**src/rtl/kart_pkg.sv**
```systemverilog
// Shared types and constants for the kart motion engine.
// Holds the FSM state enum, fixed-point widths and the heading wrap helper.
package kart_pkg;

    typedef enum logic [2:0] {
        IDLE,
        SPEED,
        STEER,
        TRIG,
        MOVE,
        COMMIT
    } kart_state_t;

    localparam int POS_FRAC  = 4;
    localparam int TRIG_FRAC = 7;

    typedef logic [10:0]        coord_t;
    typedef logic [8:0]         heading_t;
    typedef logic [14:0]        pos_t;
    typedef logic signed [8:0]  trig_t;
    typedef logic signed [16:0] pos_tmp_t;

    // Add a small signed step to a heading and wrap into 0..359.
    function automatic heading_t heading_add(heading_t d,
                                             logic signed [9:0] delta);
        logic signed [10:0] s;
        s = $signed({2'b00, d}) + 11'(delta);
        if (s < 0) begin
            s = s + 11'sd360;
        end else if (s >= 11'sd360) begin
            s = s - 11'sd360;
        end
        return s[8:0];
    endfunction

endpackage

```
**src/rtl/kart_physics_trig_lut.sv**
```systemverilog
// Registered cos/sin lookup for a heading in degrees, signed Q1.7.
// Ports: clk_in, rst_in, angle_in (0..359), cos_out, sin_out (1-cycle latency).
module trig_lut
    import kart_pkg::*;
(
    input  logic     clk_in,
    input  logic     rst_in,
    input  heading_t angle_in,
    output trig_t    cos_out,
    output trig_t    sin_out
);

    // round(128 * sin(k deg)) for k = 0..90
    localparam logic [7:0] SIN_TAB [0:90] = '{
        8'd0,   8'd2,   8'd4,   8'd7,   8'd9,   8'd11,  8'd13,  8'd16,
        8'd18,  8'd20,  8'd22,  8'd24,  8'd27,  8'd29,  8'd31,  8'd33,
        8'd35,  8'd37,  8'd40,  8'd42,  8'd44,  8'd46,  8'd48,  8'd50,
        8'd52,  8'd54,  8'd56,  8'd58,  8'd60,  8'd62,  8'd64,  8'd66,
        8'd68,  8'd70,  8'd72,  8'd73,  8'd75,  8'd77,  8'd79,  8'd81,
        8'd82,  8'd84,  8'd86,  8'd87,  8'd89,  8'd91,  8'd92,  8'd94,
        8'd95,  8'd97,  8'd98,  8'd99,  8'd101, 8'd102, 8'd104, 8'd105,
        8'd106, 8'd107, 8'd109, 8'd110, 8'd111, 8'd112, 8'd113, 8'd114,
        8'd115, 8'd116, 8'd117, 8'd118, 8'd119, 8'd119, 8'd120, 8'd121,
        8'd122, 8'd122, 8'd123, 8'd124, 8'd124, 8'd125, 8'd125, 8'd126,
        8'd126, 8'd126, 8'd127, 8'd127, 8'd127, 8'd128, 8'd128, 8'd128,
        8'd128, 8'd128, 8'd128
    };

    // Fold a full-circle angle onto the 0..90 quarter table.
    function automatic trig_t sin_fold(heading_t a);
        logic [8:0] t;
        logic       neg;
        trig_t      mag;
        t   = a;
        neg = 1'b0;
        if (a <= 9'd90) begin
            t = a;
        end else if (a <= 9'd180) begin
            t = 9'd180 - a;
        end else if (a <= 9'd270) begin
            t   = a - 9'd180;
            neg = 1'b1;
        end else begin
            t   = 9'd360 - a;
            neg = 1'b1;
        end
        mag = $signed({1'b0, SIN_TAB[t[6:0]]});
        return neg ? -mag : mag;
    endfunction

    heading_t cos_angle;
    trig_t    cos_d, cos_q;
    trig_t    sin_d, sin_q;

    // cos(a) = sin(a + 90)
    always_comb begin
        cos_angle = (angle_in >= 9'd270) ? angle_in - 9'd270
                                         : angle_in + 9'd90;
        cos_d = sin_fold(cos_angle);
        sin_d = sin_fold(angle_in);
    end

    always_ff @(posedge clk_in or posedge rst_in) begin
        if (rst_in) begin
            cos_q <= '0;
            sin_q <= '0;
        end else begin
            cos_q <= cos_d;
            sin_q <= sin_d;
        end
    end

    assign cos_out = cos_q;
    assign sin_out = sin_q;

endmodule

```
**src/rtl/kart_physics.sv**
```systemverilog
// Per-frame kart motion engine: speed, steering, trig, move, clamp, commit.
// Ports: clk_in, rst_in, frame_tick_in, accel/brake/left/right_in in;
//        x_out, y_out, direction_out, speed_out, update_valid_out out.
module kart_physics
    import kart_pkg::*;
#(
    parameter int INIT_X    = 191,
    parameter int INIT_Y    = 191,
    parameter int INIT_DIR  = 270,
    parameter int TRACK_MAX = 1023,
    parameter int MAX_SPEED = 64,
    parameter int ACCEL     = 4,
    parameter int BRAKE     = 8,
    parameter int DRAG      = 1,
    parameter int TURN_RATE = 3
) (
    input  logic        clk_in,
    input  logic        rst_in,
    input  logic        frame_tick_in,
    input  logic        accel_in,
    input  logic        brake_in,
    input  logic        left_in,
    input  logic        right_in,
    output logic [10:0] x_out,
    output logic [10:0] y_out,
    output logic [8:0]  direction_out,
    output logic [7:0]  speed_out,
    output logic        update_valid_out
);

    localparam pos_t INIT_PX = 15'(INIT_X << POS_FRAC);
    localparam pos_t INIT_PY = 15'(INIT_Y << POS_FRAC);
    localparam pos_t POS_WALL = 15'(TRACK_MAX << POS_FRAC);
    localparam pos_tmp_t POS_LIM =
        17'((TRACK_MAX << POS_FRAC) + (1 << POS_FRAC) - 1);

    kart_state_t state_q, state_d;
    logic        pending_q, pending_d;
    logic [7:0]  speed_q, speed_d;
    heading_t    dir_q, dir_d;
    pos_t        pos_x_q, pos_x_d;
    pos_t        pos_y_q, pos_y_d;
    pos_tmp_t    tmp_x_q, tmp_x_d;
    pos_tmp_t    tmp_y_q, tmp_y_d;
    coord_t      x_out_q, x_out_d;
    coord_t      y_out_q, y_out_d;
    heading_t    dir_out_q, dir_out_d;
    logic [7:0]  speed_out_q, speed_out_d;
    logic        valid_q, valid_d;

    trig_t              cos_v, sin_v;
    logic signed [17:0] prod_x, prod_y;
    logic signed [16:0] dx, dy;
    logic [8:0]         spd_up;
    logic signed [9:0]  turn_delta;
    pos_t               clamp_x, clamp_y;
    logic               hit_x, hit_y;

    trig_lut u_trig (
        .clk_in   (clk_in),
        .rst_in   (rst_in),
        .angle_in (dir_q),
        .cos_out  (cos_v),
        .sin_out  (sin_v)
    );

    // Arithmetic shift floors the step toward minus infinity.
    assign prod_x = $signed({1'b0, speed_q}) * cos_v;
    assign prod_y = $signed({1'b0, speed_q}) * sin_v;
    assign dx     = 17'(prod_x >>> TRIG_FRAC);
    assign dy     = 17'(prod_y >>> TRIG_FRAC);

    assign spd_up     = {1'b0, speed_q} + 9'(ACCEL);
    assign turn_delta = right_in ? 10'(TURN_RATE) : -10'(TURN_RATE);

    // Wall clamp on the staged move results.
    always_comb begin
        hit_x   = 1'b0;
        clamp_x = tmp_x_q[14:0];
        if (tmp_x_q < 0) begin
            hit_x   = 1'b1;
            clamp_x = '0;
        end else if (tmp_x_q > POS_LIM) begin
            hit_x   = 1'b1;
            clamp_x = POS_WALL;
        end
        hit_y   = 1'b0;
        clamp_y = tmp_y_q[14:0];
        if (tmp_y_q < 0) begin
            hit_y   = 1'b1;
            clamp_y = '0;
        end else if (tmp_y_q > POS_LIM) begin
            hit_y   = 1'b1;
            clamp_y = POS_WALL;
        end
    end

    always_comb begin
        state_d     = state_q;
        pending_d   = pending_q;
        speed_d     = speed_q;
        dir_d       = dir_q;
        pos_x_d     = pos_x_q;
        pos_y_d     = pos_y_q;
        tmp_x_d     = tmp_x_q;
        tmp_y_d     = tmp_y_q;
        x_out_d     = x_out_q;
        y_out_d     = y_out_q;
        dir_out_d   = dir_out_q;
        speed_out_d = speed_out_q;
        valid_d     = 1'b0;

        // One-deep pending: extra ticks while busy collapse into one.
        if (frame_tick_in && state_q != IDLE) begin
            pending_d = 1'b1;
        end

        unique case (state_q)
            IDLE: begin
                if (frame_tick_in) begin
                    state_d = SPEED;
                end
            end
            SPEED: begin
                if (brake_in) begin
                    speed_d = (speed_q > 8'(BRAKE)) ? speed_q - 8'(BRAKE)
                                                    : 8'd0;
                end else if (accel_in) begin
                    speed_d = (spd_up > 9'(MAX_SPEED)) ? 8'(MAX_SPEED)
                                                       : spd_up[7:0];
                end else begin
                    speed_d = (speed_q > 8'(DRAG)) ? speed_q - 8'(DRAG)
                                                   : 8'd0;
                end
                state_d = STEER;
            end
            STEER: begin
                if (speed_q != 8'd0 && (left_in ^ right_in)) begin
                    dir_d = heading_add(dir_q, turn_delta);
                end
                state_d = TRIG;
            end
            TRIG: begin
                state_d = MOVE;
            end
            MOVE: begin
                tmp_x_d = $signed({2'b00, pos_x_q}) + dx;
                tmp_y_d = $signed({2'b00, pos_y_q}) + dy;
                state_d = COMMIT;
            end
            COMMIT: begin
                pos_x_d     = clamp_x;
                pos_y_d     = clamp_y;
                if (hit_x || hit_y) begin
                    speed_d = 8'd0;
                end
                x_out_d     = clamp_x[14:POS_FRAC];
                y_out_d     = clamp_y[14:POS_FRAC];
                dir_out_d   = dir_q;
                speed_out_d = (hit_x || hit_y) ? 8'd0 : speed_q;
                valid_d     = 1'b1;
                if (pending_q || frame_tick_in) begin
                    pending_d = 1'b0;
                    state_d   = SPEED;
                end else begin
                    state_d   = IDLE;
                end
            end
            default: begin
                state_d = IDLE;
            end
        endcase
    end

    always_ff @(posedge clk_in or posedge rst_in) begin
        if (rst_in) begin
            state_q     <= IDLE;
            pending_q   <= 1'b0;
            speed_q     <= '0;
            dir_q       <= 9'(INIT_DIR);
            pos_x_q     <= INIT_PX;
            pos_y_q     <= INIT_PY;
            tmp_x_q     <= '0;
            tmp_y_q     <= '0;
            x_out_q     <= 11'(INIT_X);
            y_out_q     <= 11'(INIT_Y);
            dir_out_q   <= 9'(INIT_DIR);
            speed_out_q <= '0;
            valid_q     <= 1'b0;
        end else begin
            state_q     <= state_d;
            pending_q   <= pending_d;
            speed_q     <= speed_d;
            dir_q       <= dir_d;
            pos_x_q     <= pos_x_d;
            pos_y_q     <= pos_y_d;
            tmp_x_q     <= tmp_x_d;
            tmp_y_q     <= tmp_y_d;
            x_out_q     <= x_out_d;
            y_out_q     <= y_out_d;
            dir_out_q   <= dir_out_d;
            speed_out_q <= speed_out_d;
            valid_q     <= valid_d;
        end
    end

    assign x_out            = x_out_q;
    assign y_out            = y_out_q;
    assign direction_out    = dir_out_q;
    assign speed_out        = speed_out_q;
    assign update_valid_out = valid_q;

endmodule

```
**config.mk**
```make
export PLATFORM = sky130hd
export DESIGN_NAME = kart_physics
export DESIGN_NICKNAME = d
export VERILOG_FILES = /design/src/rtl/kart_pkg.sv /design/src/rtl/kart_physics_trig_lut.sv /design/src/rtl/kart_physics.sv
export SDC_FILE = /design/constraint.sdc
export NUM_CORES = 1
export LEC_CHECK = 0
export CELL_PAD_IN_SITES_DETAIL_PLACEMENT = 0
export CELL_PAD_IN_SITES_GLOBAL_PLACEMENT = 1
export CORE_MARGIN = 10
export CORE_UTILIZATION = 45
export CTS_CLUSTER_SIZE = 10
export DETAILED_ROUTE_END_ITERATION = 16
export DONT_BUFFER_PORTS = 1
export PLACE_DENSITY_LB_ADDON = 0.3
export SLEW_MARGIN = 40
export SYNTH_ARGS = -nofsm -noshare
export SYNTH_HDL_FRONTEND = slang
export SYNTH_SLANG_ARGS = --single-unit
```
**constraint.sdc**
```tcl
create_clock -name clk_in -period 7.7 [get_ports clk_in]
set_input_delay 1.925 -clock clk_in [delete_from_list [all_inputs] [get_ports clk_in]]
set_output_delay 1.925 -clock clk_in [all_outputs]
set_load 0.05 [all_outputs]
```
==> key figures <==
Global routing
  • Grt ovf: 0
  • Initial antenna violation count: 0
  • First-pass GRT wire length: 61900 um
  • Largest net degree at the start of global routing: 70
  • Total GRT Usage: 0.180
  • Vias in the first global route: approximately 12000

Synthesis
  • Yosys reg bits: 121
  • Yosys cell types: 90
  • Seq/Total Area, Yosys: 0.204
  • Synth top area share: 0.165
  • Post-Syn Area: 15000 um^2
  • Synth warnings: 0
  • Main synth FF type: dfrtp_1
  • Cell taking the most area after synthesis: dfrtp_1
  • Synthesized Nets: a little over 2000
  • Syn Inst Count: 1752
  • Syn avg cell area: around 8.6 um^2
  • Post-synthesis async set-or-reset flop share: 1.00
  • Top post-synthesis cells by area: dfrtp_1 17%, ha_1 15%, fa_1 12%
  • Number of synthesized flops with an enable pin: 0

Route
  • Metal2 WL: ~17000 um
  • DRC Markers: 0
  • Via density: between 5 and 6
  • Post-DRT Antenna Nets: 0
  • DRT met1 WL: around 17000 um
  • Post-Route WL: ~36000 um
  • Highest Signal Layer: met4
  • 1st-iter DRT viols: approximately 730
  • DRT Pass-1 Iters: 5
  • Wire per inst: between 15 and 20 um
  • Vias: approximately 12000
  • WL met3: between 1000 and 1500 um

Outcome
  • Status: complete, no violations

Timing
  • Final Critical Period: around 7 ns
  • Fmax: around 140 MHz
  • Fin Hold WS: 0.478 ns
  • Rel. slew slack: 0.488
  • Setup violators final: 0
  • Fin crit share: 0.937
  • Final hold violations: 0
  • Fin. max-slew vios: 0
  • Fin worst setup slack: roughly 0.5 ns
  • Slew @ Worst Pin: around 0.77 ns
  • Skew final: 0.00724 ns

Die
  • IO Pins: 47
  • Initial core utilization: 0.458
  • Core ar.: approximately 33000 um^2
  • Die Wd: a little over 200 um
  • Die height: 202 um
  • Row count: 66
  • Die ar.: around 40000 um^2

Worst setup path
  • Data arrival, critical path: 7.55 ns
  • Cell mode on critical path: fa_1
  • Worst path bufs/invs: 3
  • Critical-path top delay cell: fa_1
  • Crit Path Class: flip-flop to flip-flop
  • Startpoint Class: flip-flop
  • Crit end category: flip-flop
  • Crit-path max cell delay: between 0.5 and 0.6 ns
  • Critical path peak fanout: 15
  • CP required: ~8.0 ns
  • Cell class contributing the biggest share of worst-path delay: adder cells

CTS
  • Post-CTS Setup Inserts: 0
  • Inserted Clock Buffers: 17
  • Root buf cell: clkbuf_16
  • Clock buffer depth: 2
  • CTS tree: built
  • Worst-Skew Late Latency: roughly 0.43 ns
  • Number of clock sinks: about 120
  • Clk slew on worst S/H paths: around 0.060 ns
  • Htree depth: 4

Finish
  • Area Growth Syn to Fin: 5.69%
  • Layout Nets: 1964
  • Layout Cells excl Fill: between 2000 and 2500
  • Antenna cells: 0
  • Post-route cell area: about 16000 um^2
  • Fraction of layout cells with a size suffix above 1: 0.0795

Run
  • Max Cap Viol: 0

Worst hold path
  • Worst hold path class: flip-flop to flip-flop

Placement
  • DP HPWL: around 27000 um
  • Cells after DPL: 2109
  • DP Area: 15200 um^2
  • Worst slack, placed: between 0.3 and 0.4 ns
  • Input/output buffers: 0
  • GPL Wtd Cong: between 0.8 and 0.9
-- registers in the layout (all words and copies together) (netlist names) --
name	count
speed_out	8
u_trig.cos_out	9
pending_q	1
pos_x_q	15
tmp_y_q	17
dir_q	9
direction_out	9
state_q	3
pos_y_q	15
update_valid_out	1
u_trig.sin_out	9
tmp_x_q	17
speed_q	8
-- cell usage in the layout, fill, tap and decap left out, types with 11 or more instances in the layout --
cell type | netlist | layout
inv_1 | 148 | 147
o21bai_1 | 17 | 17
clkbuf_16 | 0 | 17
a31oi_1 | 18 | 18
o21a_1 | 26 | 26
a21oi_1 | 95 | 95
o21ai_0 | 105 | 105
a311oi_1 | 11 | 11
xor2_1 | 23 | 23
o31ai_1 | 28 | 28
dfrtp_1 | 99 | 96
mux2i_1 | 16 | 16
nor2b_1 | 22 | 22
nor2_1 | 106 | 106
a22o_1 | 18 | 18
nand2_1 | 186 | 184
nor3_1 | 33 | 33
xnor2_1 | 62 | 61
dfstp_2 | 22 | 22
fa_1 | 87 | 87
ha_1 | 184 | 184
nand3_1 | 23 | 23
o211ai_1 | 17 | 17
and2_1 | 80 | 80
buf_4 | 24 | 26
a21o_1 | 13 | 13
a211oi_1 | 14 | 14
mux2_2 | 11 | 11
nand2b_1 | 12 | 12
-- tightest hold or removal path: stages (launching register included) --
cell     delay (ns)
dfrtp_1        0.34
nand2_1        0.05
o21ai_0        0.06
-- cell families (layout without fill, tap and decap cells) --
group                      count (synthesis)  in the layout  share of synthesized area
muxes                                     29             29                     0.0215
DFF                                      121            121                      0.204
and+or+nand+nor                          514            514                      0.163
AOI/OAI and AO/OA                        465            465                      0.213
xor gates and xnor gates                  88             88                     0.0537
adders and majority gates                271            271                      0.270
buffers and inverters                    264            211                     0.0743
-- layer usage --
layer | track usage | vias up
met5 | 0 | -
met4 | 0.0440 | 0
met3 | 0.0279 | 35
met2 | 0.298 | 204
met1 | 0.240 | 5893
li1 | - | 5945
-- layout make-up --
type / instances / area, um^2
Clock buffer: 23 / 458
Multi-Input combinational cell: 1367 / 10900
Sequential cell: 121 / 3060
Clock inverter: 9 / 123
Inverter: 152 / 576
Fill cell: 3208 / 16900
Timing Repair Buffer: 27 / 206
Tap cell: 442 / 553
-- final timing paths --
path / cells past startpoint / slack, ns / from / end
worst min-delay path: 2 / 0.48 / tmp_x_q[7] / tmp_x_q[7]
worst min register to register: 2 / 0.48 / tmp_x_q[7] / tmp_x_q[7]
worst max-delay path: 25 / 0.49 / speed_q[4] / tmp_y_q[15]
worst max register to register: 25 / 0.49 / speed_q[4] / tmp_y_q[15]
max in group asynchronous: 2 / 5.31 / rst_in / speed_q[3]
min in group asynchronous: 1 / 1.39 / rst_in / pos_y_q[10]
-- synthesized netlist by cell type (all sizes together) (23+ instances only) --
| cell | count |
|---|---|
| clkbuf | 65 |
| and2 | 80 |
| inv | 150 |
| ha | 184 |
| nand3 | 23 |
| o21a | 27 |
| nor3 | 33 |
| dfrtp | 99 |
| fa | 87 |
| o31ai | 28 |
| xnor2 | 64 |
| buf | 47 |
| o21ai | 109 |
| xor2 | 24 |
| nor2 | 106 |
| a21oi | 95 |
| nand2 | 186 |
-- what timing repair did --
item | CTS | global route
setup endpoints to repair | 0 | 6
hold buffers | 0 | 0
gates resized for setup | 0 | 6
-- metrics by stage --
step,utilization,TNS [ns]
final,0.484,0
after global placement,0.465,0
after detailed placement,0.465,0
after CTS,0.483,0
after global routing,0.484,-0.104
after floorplan,-,0
Power is left out: the tool's default activity adds up to more than one toggle a clock period on the data nets, which glitch-free logic cannot reach.
